[src/rtl/pulse_frame_synth_if.sv]
// BRAM port bundle between the pulse frame synthesiser and its frame buffer.
interface pulse_frame_synth_if #(
   parameter int DATA_W = 16,
   parameter int ADDR_W = 11
);
   logic              mem_en;
   logic              mem_we;
   logic [ADDR_W-1:0] mem_addr;
   logic [DATA_W-1:0] mem_wdata;
   logic [DATA_W-1:0] mem_rdata;

   // The synthesiser drives the BRAM port; the memory returns read data.
   modport master (
      output mem_en,
      output mem_we,
      output mem_addr,
      output mem_wdata,
      input  mem_rdata
   );

   modport slave (
      input  mem_en,
      input  mem_we,
      input  mem_addr,
      input  mem_wdata,
      output mem_rdata
   );
endinterface

[src/rtl/pulse_frame_synth.sv]
// Neutron-pulse frame synthesiser: zero-fills a frame held in an external
// single-port BRAM, then superimposes cps copies of a programmable pulse shape
// at LFSR-chosen offsets using read-modify-write with saturating addition.
module pulse_frame_synth #(
   parameter int          DATA_W    = 16,
   parameter int          SHAPE_LEN = 50,
   parameter int          ADDR_W    = 11,
   parameter int          CPS_W     = 16,
   parameter logic [15:0] LFSR_SEED = 16'hACE1,
   localparam int         SA_W      = (SHAPE_LEN > 1) ? $clog2(SHAPE_LEN) : 1
) (
   input  logic                clk,
   input  logic                rst_n,
   input  logic                start,
   input  logic [CPS_W-1:0]    cps,
   input  logic                shape_we,
   input  logic [SA_W-1:0]     shape_addr,
   input  logic [DATA_W-1:0]   shape_data,
   pulse_frame_synth_if.master mem,
   output logic                busy,
   output logic                done,
   output logic [CPS_W-1:0]    pulse_cnt,
   output logic                sat_seen
);

   localparam logic [SA_W-1:0] K_LAST = SA_W'(SHAPE_LEN - 1);

   typedef enum logic [2:0] {
      S_IDLE,
      S_CLEAR,
      S_PICK,
      S_RD,
      S_WR,
      S_DONE
   } state_t;

   state_t              state_q, state_d;
   logic [ADDR_W-1:0]   clr_q, clr_d;
   logic [ADDR_W-1:0]   off_q, off_d;
   logic [SA_W-1:0]     k_q, k_d;
   logic [15:0]         lfsr_q, lfsr_d;
   logic [CPS_W-1:0]    cps_q, cps_d;
   logic [CPS_W-1:0]    pcnt_q, pcnt_d;
   logic                sat_q, sat_d;
   logic                en_q, en_d;
   logic                we_q, we_d;
   logic [ADDR_W-1:0]   addr_q, addr_d;
   logic                busy_q, busy_d;
   logic                done_q, done_d;

   logic [DATA_W-1:0]   shape_q [SHAPE_LEN];
   logic                shape_wr;
   logic [DATA_W:0]     sum_w;

   // One extra bit holds the carry so saturation can be detected.
   function automatic logic [DATA_W:0] add_wide(input logic [DATA_W-1:0] a,
                                                 input logic [DATA_W-1:0] b);
      return {1'b0, a} + {1'b0, b};
   endfunction

   // Clamp a widened sum to the largest representable sample.
   function automatic logic [DATA_W-1:0] sat_clip(input logic [DATA_W:0] s);
      return s[DATA_W] ? {DATA_W{1'b1}} : s[DATA_W-1:0];
   endfunction

   // 16-bit Fibonacci LFSR, taps 16/14/13/11.
   function automatic logic [15:0] lfsr_step(input logic [15:0] s);
      return {s[14:0], s[15] ^ s[13] ^ s[12] ^ s[10]};
   endfunction

   // The RMW sum uses the word read in the preceding RD cycle, so write data
   // is a combinational function of mem_rdata during WR.
   assign sum_w         = add_wide(mem.mem_rdata, shape_q[k_q]);
   assign mem.mem_wdata = (state_q == S_WR) ? sat_clip(sum_w) : '0;
   assign mem.mem_en    = en_q;
   assign mem.mem_we    = we_q;
   assign mem.mem_addr  = addr_q;
   assign busy          = busy_q;
   assign done          = done_q;
   assign pulse_cnt     = pcnt_q;
   assign sat_seen      = sat_q;

   // Shape writes only land while no frame is being built.
   always_comb begin
      shape_wr = shape_we && ((state_q == S_IDLE) || (state_q == S_DONE)) &&
                 (32'(shape_addr) < 32'(SHAPE_LEN));
   end

   // Shape table: plain storage, deliberately not reset.
   always_ff @(posedge clk) begin
      if (shape_wr) shape_q[shape_addr] <= shape_data;
   end

   // Next-state, counters and registered BRAM/handshake outputs.
   always_comb begin
      state_d = state_q;
      clr_d   = clr_q;
      off_d   = off_q;
      k_d     = k_q;
      lfsr_d  = lfsr_q;
      cps_d   = cps_q;
      pcnt_d  = pcnt_q;
      sat_d   = sat_q;

      unique case (state_q)
         S_IDLE: begin
            if (start) begin
               cps_d   = cps;
               pcnt_d  = '0;
               sat_d   = 1'b0;
               clr_d   = '0;
               state_d = S_CLEAR;
            end
         end
         S_CLEAR: begin
            if (clr_q == {ADDR_W{1'b1}}) begin
               state_d = (cps_q != '0) ? S_PICK : S_DONE;
            end else begin
               clr_d = clr_q + ADDR_W'(1);
            end
         end
         S_PICK: begin
            off_d   = lfsr_q[ADDR_W-1:0];
            lfsr_d  = lfsr_step(lfsr_q);
            k_d     = '0;
            state_d = S_RD;
         end
         S_RD: begin
            state_d = S_WR;
         end
         S_WR: begin
            if (sum_w[DATA_W]) sat_d = 1'b1;
            if (k_q != K_LAST) begin
               k_d     = k_q + SA_W'(1);
               state_d = S_RD;
            end else begin
               pcnt_d  = pcnt_q + CPS_W'(1);
               state_d = (pcnt_d == cps_q) ? S_DONE : S_PICK;
            end
         end
         S_DONE: begin
            state_d = S_IDLE;
         end
         default: begin
            state_d = S_IDLE;
         end
      endcase

      // Outputs are decoded from the state being entered so they are
      // registered and line up with that state's cycle.
      en_d   = (state_d == S_CLEAR) || (state_d == S_RD) || (state_d == S_WR);
      we_d   = (state_d == S_CLEAR) || (state_d == S_WR);
      addr_d = (state_d == S_CLEAR) ? clr_d : (off_d + ADDR_W'(k_d));
      busy_d = (state_d == S_CLEAR) || (state_d == S_PICK) ||
               (state_d == S_RD)    || (state_d == S_WR);
      done_d = (state_d == S_DONE);
   end

   // Frame FSM and its registered outputs; reset aborts any frame in flight.
   always_ff @(posedge clk or negedge rst_n) begin
      if (!rst_n) begin
         state_q <= S_IDLE;
         clr_q   <= '0;
         off_q   <= '0;
         k_q     <= '0;
         lfsr_q  <= LFSR_SEED;
         cps_q   <= '0;
         pcnt_q  <= '0;
         sat_q   <= 1'b0;
         en_q    <= 1'b0;
         we_q    <= 1'b0;
         addr_q  <= '0;
         busy_q  <= 1'b0;
         done_q  <= 1'b0;
      end else begin
         state_q <= state_d;
         clr_q   <= clr_d;
         off_q   <= off_d;
         k_q     <= k_d;
         lfsr_q  <= lfsr_d;
         cps_q   <= cps_d;
         pcnt_q  <= pcnt_d;
         sat_q   <= sat_d;
         en_q    <= en_d;
         we_q    <= we_d;
         addr_q  <= addr_d;
         busy_q  <= busy_d;
         done_q  <= done_d;
      end
   end

endmodule

[src/flat_wrapper.sv]
// flat-port wrapper written by rule: the top's interface ports become plain ports
module pulse_frame_synth_flat 
#(
   parameter int          DATA_W    = 16,
   parameter int          SHAPE_LEN = 50,
   parameter int          ADDR_W    = 11,
   parameter int          CPS_W     = 16,
   parameter logic [15:0] LFSR_SEED = 16'hACE1,
   localparam int         SA_W      = (SHAPE_LEN > 1) ? $clog2(SHAPE_LEN) : 1
)
  (clk, rst_n, start, cps, shape_we, shape_addr, shape_data, busy, done, pulse_cnt, sat_seen, mem_mem_en, mem_mem_we, mem_mem_addr, mem_mem_wdata, mem_mem_rdata);
  pulse_frame_synth_if #(.DATA_W(DATA_W), .ADDR_W(ADDR_W)) mem_i ();
  input  logic clk;
  input  logic rst_n;
  input  logic start;
  input  logic [CPS_W-1:0] cps;
  input  logic shape_we;
  input  logic [SA_W-1:0] shape_addr;
  input  logic [DATA_W-1:0] shape_data;
  output logic busy;
  output logic done;
  output logic [CPS_W-1:0] pulse_cnt;
  output logic sat_seen;
  output wire logic [$bits(mem_i.mem_en)-1:0] mem_mem_en;
  output wire logic [$bits(mem_i.mem_we)-1:0] mem_mem_we;
  output wire logic [$bits(mem_i.mem_addr)-1:0] mem_mem_addr;
  output wire logic [$bits(mem_i.mem_wdata)-1:0] mem_mem_wdata;
  input wire logic [$bits(mem_i.mem_rdata)-1:0] mem_mem_rdata;
  assign mem_mem_en = mem_i.mem_en;
  assign mem_mem_we = mem_i.mem_we;
  assign mem_mem_addr = mem_i.mem_addr;
  assign mem_mem_wdata = mem_i.mem_wdata;
  assign mem_i.mem_rdata = mem_mem_rdata;
  pulse_frame_synth #(.DATA_W(DATA_W), .SHAPE_LEN(SHAPE_LEN), .ADDR_W(ADDR_W), .CPS_W(CPS_W), .LFSR_SEED(LFSR_SEED)) u_core (.clk(clk), .rst_n(rst_n), .start(start), .cps(cps), .shape_we(shape_we), .shape_addr(shape_addr), .shape_data(shape_data), .mem(mem_i), .busy(busy), .done(done), .pulse_cnt(pulse_cnt), .sat_seen(sat_seen));
endmodule
[config.mk]
export PLATFORM = sky130hd
export DESIGN_NAME = pulse_frame_synth_flat
export DESIGN_NICKNAME = d
export VERILOG_FILES = /design/src/rtl/pulse_frame_synth_if.sv /design/src/rtl/pulse_frame_synth.sv /design/src/flat_wrapper.sv
export SDC_FILE = /design/constraint.sdc
export NUM_CORES = 1
export LEC_CHECK = 0
export ABC_AREA = 1
export CORE_ASPECT_RATIO = 0.6
export CORE_UTILIZATION = 45
export DETAILED_ROUTE_END_ITERATION = 6
export DONT_BUFFER_PORTS = 1
export PLACE_DENSITY = 0.65
export SLEW_MARGIN = 20
export SYNTH_ARGS = -nofsm -noshare
export SYNTH_HDL_FRONTEND = slang
export SYNTH_SLANG_ARGS = --single-unit
[constraint.sdc]
create_clock -name clk -period 10.4 [get_ports clk]
set_input_delay 1.56 -clock clk [delete_from_list [all_inputs] [get_ports clk]]
set_output_delay 1.56 -clock clk [all_outputs]
set_load 0.02 [all_outputs]
### Yosys cells after proc, flatten, opt, wreduce, memory -nomap -nowiden

Memory sizes are Yosys's and may differ from the RTL's.
Cells that the tools add are included.

| storage, ports and cells | value |
|---|---|
| bits in writable memories | 800 |
| input port bits | 58 |
| word-level logic and storage cells | 77 |
| output and inout bits | 48 |
| memories | 1 |
| register bits after elaboration | 95 |

Memories:

| name | depth | bits a word | rd ports | clocked after Yosys merged registers in | write ports | RTL line | source |
|---|---|---|---|---|---|---|---|
| u_core.shape_q | 50 | 16 | 1 | 0 | 1 | pulse_frame_synth.sv:51 | `logic [DATA_W-1:0] shape_q [SHAPE_LEN];` |

| operators by class | value |
|---|---|
| eq/ne operators | 16 |
| $add $sub $neg | 5 |
| muxes and demuxes | 23 |
| $lt $le $gt $ge | 1 |
| bitwise logic cells | 3 |
| reductions and logical operators | 15 |

Operators with widths:

| operator | count |
|---|---|
| $mux 16 | 4 |
| $mux 11 | 4 |
| $pmux 16 s2 | 1 |
| $pmux 11 s2 | 1 |
| $add 16x16->17 | 1 |
| $add 16x1->16 const B | 1 |
| $eq 16x16->1 | 1 |
| $reduce_bool 16->1 | 1 |
| $mux 3 | 5 |
| $pmux 3 s5 | 1 |
| $eq 3x2->1 const B | 4 |
| $eq 3x3->1 const B | 4 |
| $pmux 6 s2 | 1 |
| $add 11x1->11 const B | 1 |
| $add 11x6->11 | 1 |
| $eq 11x11->1 const B | 1 |
| $logic_or 1x1->1 | 7 |
| $add 6x1->6 const B | 1 |
| $eq 3x1->1 const B | 2 |
| $lt 6x6->1 const B | 1 |
| $mux 6 | 1 |
| $ne 6x6->1 const B | 1 |
| $reduce_and 3->1 | 2 |
| $mux 1 | 4 |
| other kinds (8) | 12 |

### Longest topological paths before layout

| depth | value |
|---|---|
| depth in word-level cells | 9 |
| gate-level depth with buffers | 24 |
| gate-level depth less buffers | 21 |

### Least setup slack after synthesis

Ideal clock, no wire load.

| path | value |
|---|---|
| path kind | flip-flop to output port |
| from | register u_core.k_q[0] |
| to | output mem_mem_wdata[14] |
| buffers on the path | 5 |
| arrival time | 3467 ps |
| stages on the path, launching flop included | 22 |
| setup slack | 5373 ps |
| cells stage by stage | dfrtp_1 > buf_2 > inv_1 > buf_4 > buf_2 > buf_2 > nor2_1 > o22ai_1 > o211ai_1 > nand4_1 > a32o_1 > ha_1 > fa_1 > nand3_1 > nand2_1 > a21oi_1 > o21ai_0 > nand2_1 > o2111ai_1 > nand2_1 > buf_2 > nand2_1 |

| on the way | value |
|---|---|
| longest elaborated chain between the ends | 4 |

RTL lines:

| element | RTL line | source |
|---|---|---|
| start, declared | pulse_frame_synth.sv:40 | `logic [SA_W-1:0] k_q, k_d;` |
| start signal, assigned | pulse_frame_synth.sv:179 | `k_q <= k_d;` |
| $mem_v2 50x16 | - |  |
| $add 16x16->17 | pulse_frame_synth.sv:58 | `return {1'b0, a} + {1'b0, b};` |
| $mux 16 | pulse_frame_synth.sv:63 | `return s[DATA_W] ? {DATA_W{1'b1}} : s[DATA_W-1:0];` |
| $mux 16 | pulse_frame_synth.sv:74 | `assign mem.mem_wdata = (state_q == S_WR) ? sat_clip(sum_w) : '0;` |
| end, declared | flat_wrapper.sv:27 | `output wire logic [$bits(mem_i.mem_wdata)-1:0] mem_mem_wdata;` |

Every way passes these cells.

### Worst setup path in the final report

| path | value |
|---|---|
| from | register u_core.k_q[0] |
| to | output mem_mem_wdata[11] |

The elaborated chain is that of the path after synthesis.

==> results.md <==
* All-Layer GR Usage at 0.237
* Height of the chip at 224 um
* # Post-CTS Setup Buffers at 0
* Worst-margin pin slew at 1.11 ns
* Area of the mapped netlist at 0.0371 mm2
* Worst reg2reg path depth at 23
* Slowest cell delay on critical path at 0.83 ns
* Total I/O pin count at 106
* Run status: finished clean
* Worst R2R Setup Slack at 4.94 ns
* Chip Width at 373 um
* Setup violations, final at 0
* CP startpoint kind: register
* Share of layout cells above drive strength 1 at 0.0783
* CTS-repair resized insts at 0
* Worst Hold Slack at 0.465 ns
* Synth Area per Inst at 11.9 um2
* Aggregate negative setup slack at 0 ns
* Synth Instances at 3,113
* Worst slew margin relative to its limit at 0.261
* Core ar. at 0.0815 mm2
* Max-cap violation count at 0
* TritonCTS clock tree: done
* Crit-path slowest cell: sky130_fd_sc_hd__dfrtp_4
* Number of H-tree levels at 3
* Routed Wire Length at 99,400 um
* Clock buffers created by TritonCTS at 81
* Number of placement rows at 81
* Worst hold path cell count at 2
* Static Leakage at 0.0144 uW
* Critical path class: register to output port
* Capturing point of the worst reg2reg path: u_core.mem.mem_addr[10]$_DFF_PN0_
* Vias per cell at 5.85
* Post-route antenna net violation count at 0
* Final core utilization at 0.504
* Area leader, netlist: sky130_fd_sc_hd__edfxtp_1
* Detailed router's first-iteration violation count at 3,667
* Req. time, crit path at 8.84 ns
* Hold Buf Count CTS at 0
* Initial standard-cell utilization of the core at 0.455
* Root buffer selected by CTS: sky130_fd_sc_hd__clkbuf_16
* Synthesis-to-finish area growth at 10.7%
* Via Count at 24,758
* Worst path most repeated cell: sky130_fd_sc_hd__o21ai_0
* Leading cell type in the layout, fill and taps excluded: sky130_fd_sc_hd__edfxtp_1
* Remaining global-route overflow at 0
* Worst flop-to-flop path startpoint: u_core.k_q[3]$_DFF_PN0_
* Half-perimeter wire length after detailed placement at 58,600 um
* Share of the synthesized area in the top cell type at 0.648
* Prevailing post-synth register cell: sky130_fd_sc_hd__edfxtp_1
* Post-Route Skew at 0.0124 ns
* Port Buf Inserts at 0
* Data arrival time of the critical path at 6.28 ns
* Final net count at 3,172
* Final Max Tran Viols at 0
* Min cycle time layout at 7.84 ns
* Worst hold start: u_core.lfsr_q[6]$_DFFE_PN1P_
* Total power density per cell area at 172 mW/mm2
* Top cells by area in the synthesized netlist: sky130_fd_sc_hd__edfxtp_1 65%, sky130_fd_sc_hd__o21ai_0 6.0%, sky130_fd_sc_hd__dfrtp_1 5.9%, sky130_fd_sc_hd__nor2_1 5.5%, sky130_fd_sc_hd__nand2_1 3.7%
* Clock Latency Late Sink at 0.66 ns
* Initial antenna violation count at 3
* Highest Clock Rate at 0.128 GHz
* Peak supply drop at 0.123 mV
* Capture endpoint of the worst hold path: u_core.lfsr_q[6]$_DFFE_PN1P_
* Setup repair after global routing missed its margin: no
* Worst Setup End Kind: output port
* Final Hold Viols at 0
* Die outline area at 0.0836 mm2
* Post-synthesis cell type count at 46
* Number of flops mapped to enable cells by yosys at 800
* Remaining DRCs at 0
* Type of the most critical hold path: register to register
* Via count of the first global-routing pass at 22,927
* Number of clock sinks at 895
* Worst Path Max Fanout at 77
* Largest net degree at the start of global routing at 134
* Post-synthesis sequential area ratio at 0.712
* Post-synthesis register bit count at 895
* Async set-or-reset flop fraction in the synthesized netlist at 0.106
* Worst-path clk slew at 0.07 ns
* Yosys warning total at 0
* Post-synthesis net count at 3,199
* Routability-driven placement congestion ratio at 0.902
* Sequence of cells on the critical path: buf_4 -> buf_4 -> o21ai_0 -> o22ai_1 -> nand2_1 -> nand4_1 -> a32o_1 -> ha_1 -> a21oi_1 -> nand2_1 -> a21oi_1 -> o21ai_0 -> a21boi_0 -> o21ai_0 -> nand2_1 -> inv_1 -> o21ai_0
* Wire length per cell at 23.5 um
* Count of TritonRoute iterations in the first routing pass at 6
* Most frequent cells in the layout: 800 x sky130_fd_sc_hd__edfxtp_1, 539 x sky130_fd_sc_hd__nor2_1, 443 x sky130_fd_sc_hd__o21ai_0
* Wire length of the first global-routing pass at 149,000 um
* Share of the clock period used by the worst path after layout at 0.754
* Clock tree buffer depth at 3
sequential cells by signal (all words and copies together), names as in the netlist:
register             count
u_core.busy              1
u_core.clr_q            11
u_core.cps_q            16
u_core.done              1
u_core.k_q               6
u_core.lfsr_q           16
u_core.mem.mem_addr     11
u_core.mem.mem_en        1
u_core.mem.mem_we        1
u_core.off_q            11
u_core.pulse_cnt        16
u_core.sat_seen          1
u_core.shape_q         800
u_core.state_q           3
cells in the mapped netlist, types with 2 or more instances:
cell type,count
sky130_fd_sc_hd__clkbuf_1,124
sky130_fd_sc_hd__a32o_1,16
sky130_fd_sc_hd__nor3_1,5
sky130_fd_sc_hd__o221ai_1,25
sky130_fd_sc_hd__inv_2,5
sky130_fd_sc_hd__edfxtp_1,800
sky130_fd_sc_hd__nand3b_1,8
sky130_fd_sc_hd__inv_1,90
sky130_fd_sc_hd__nand2_2,4
sky130_fd_sc_hd__xor2_1,13
sky130_fd_sc_hd__o31ai_1,2
sky130_fd_sc_hd__o21ai_1,6
sky130_fd_sc_hd__nand3_1,117
sky130_fd_sc_hd__and2_1,3
sky130_fd_sc_hd__nand4_1,47
sky130_fd_sc_hd__nand2_1,370
sky130_fd_sc_hd__buf_2,45
sky130_fd_sc_hd__fa_1,2
sky130_fd_sc_hd__nor2_1,547
sky130_fd_sc_hd__dfrtp_1,87
sky130_fd_sc_hd__o21ai_0,443
sky130_fd_sc_hd__nor2_2,4
sky130_fd_sc_hd__o22ai_1,121
sky130_fd_sc_hd__nor2_4,5
sky130_fd_sc_hd__xnor2_1,11
sky130_fd_sc_hd__ha_1,26
sky130_fd_sc_hd__clkinv_1,4
sky130_fd_sc_hd__o211ai_1,73
sky130_fd_sc_hd__a21oi_1,71
sky130_fd_sc_hd__a211oi_1,2
sky130_fd_sc_hd__nor4_1,2
sky130_fd_sc_hd__buf_1,11
sky130_fd_sc_hd__o21bai_1,3
sky130_fd_sc_hd__buf_4,2
sky130_fd_sc_hd__dfstp_2,8
worst max-delay path, delay by kind of cell, from the launching register on:
kind | cells | cell delay, ns
compound gates | 9 | 2.44
buf+inv | 3 | 1.36
flops | 1 | 0.83
simple gates | 4 | 0.55
fa+ha+maj | 1 | 0.28
metrics by stage:
stage | worst slack, ns | instances | cell area [um2] | total power [uW]
2_1_floorplan | 5.37 | 3113 | 37100 | 4010
3_3_place_gp | 3.50 | 4082 | 38300 | 4020
3_5_place_dp | 3.43 | 4082 | 38300 | 4020
4_1_cts | 2.70 | 4232 | 41000 | 7120
5_1_grt | 2.16 | 4232 | 41100 | 7260
6_report | 2.56 | 4234 | 41100 | 7080
worst max path at each step:
stage,from,endpoint,cells past startpoint,slack (ns)
after global routing,u_core.k_q[0]$_DFF_PN0_,mem_mem_wdata[11],17,2.16
after CTS,u_core.k_q[0]$_DFF_PN0_,mem_mem_wdata[11],16,2.70
after floorplan,u_core.k_q[0]$_DFF_PN0_,mem_mem_wdata[14],21,5.37
final,u_core.k_q[0]$_DFF_PN0_,mem_mem_wdata[11],17,2.56
after global placement,u_core.k_q[0]$_DFF_PN0_,mem_mem_wdata[11],17,3.50
after detailed placement,u_core.k_q[0]$_DFF_PN0_,mem_mem_wdata[11],16,3.43
logic make-up (layout without fill, tap and decap cells):
group / after synthesis / in the layout / share of synthesized area
buffers and inverters: 282 / 322 / 0.0305
and+or+nand+nor: 1114 / 1114 / 0.123
adders and majority gates: 28 / 28 / 0.00985
other: 0 / 2 / 0
DFF: 895 / 895 / 0.712
AOI/OAI and AO/OA: 770 / 770 / 0.119
xor gates and xnor gates: 24 / 24 / 0.00567
routing by layer:
metal,up-vias,GRT usage,routed length (um)
li1,11275,-,-
met1,12161,0.371,45000
met2,1193,0.321,40100
met3,129,0.0731,12600
met4,0,0.0525,1540
met5,-,0,0
where the power goes:
part | internal [uW] | leakage [uW] | total (uW) | switching, uW
registers | 3910 | 0.00828 | 3910 | 0
clock network | 1760 | 0.00135 | 3140 | 1370
logic | 9.10 | 0.00473 | 28.9 | 19.8
total | 5680 | 0.0144 | 7080 | 1390
layout make-up:
class / instances / area [um2]
Sequential cell: 895 / 26400
Clock inverter: 54 / 579
Antenna cell: 2 / 5.00
Clock buffer: 96 / 2180
Inverter: 99 / 382
Timing Repair Buffer: 73 / 561
Multi-Input combinational cell: 1936 / 9580
Fill cell: 7017 / 40400
Tap cell: 1079 / 1350
(Power assumes the default switching activity.)
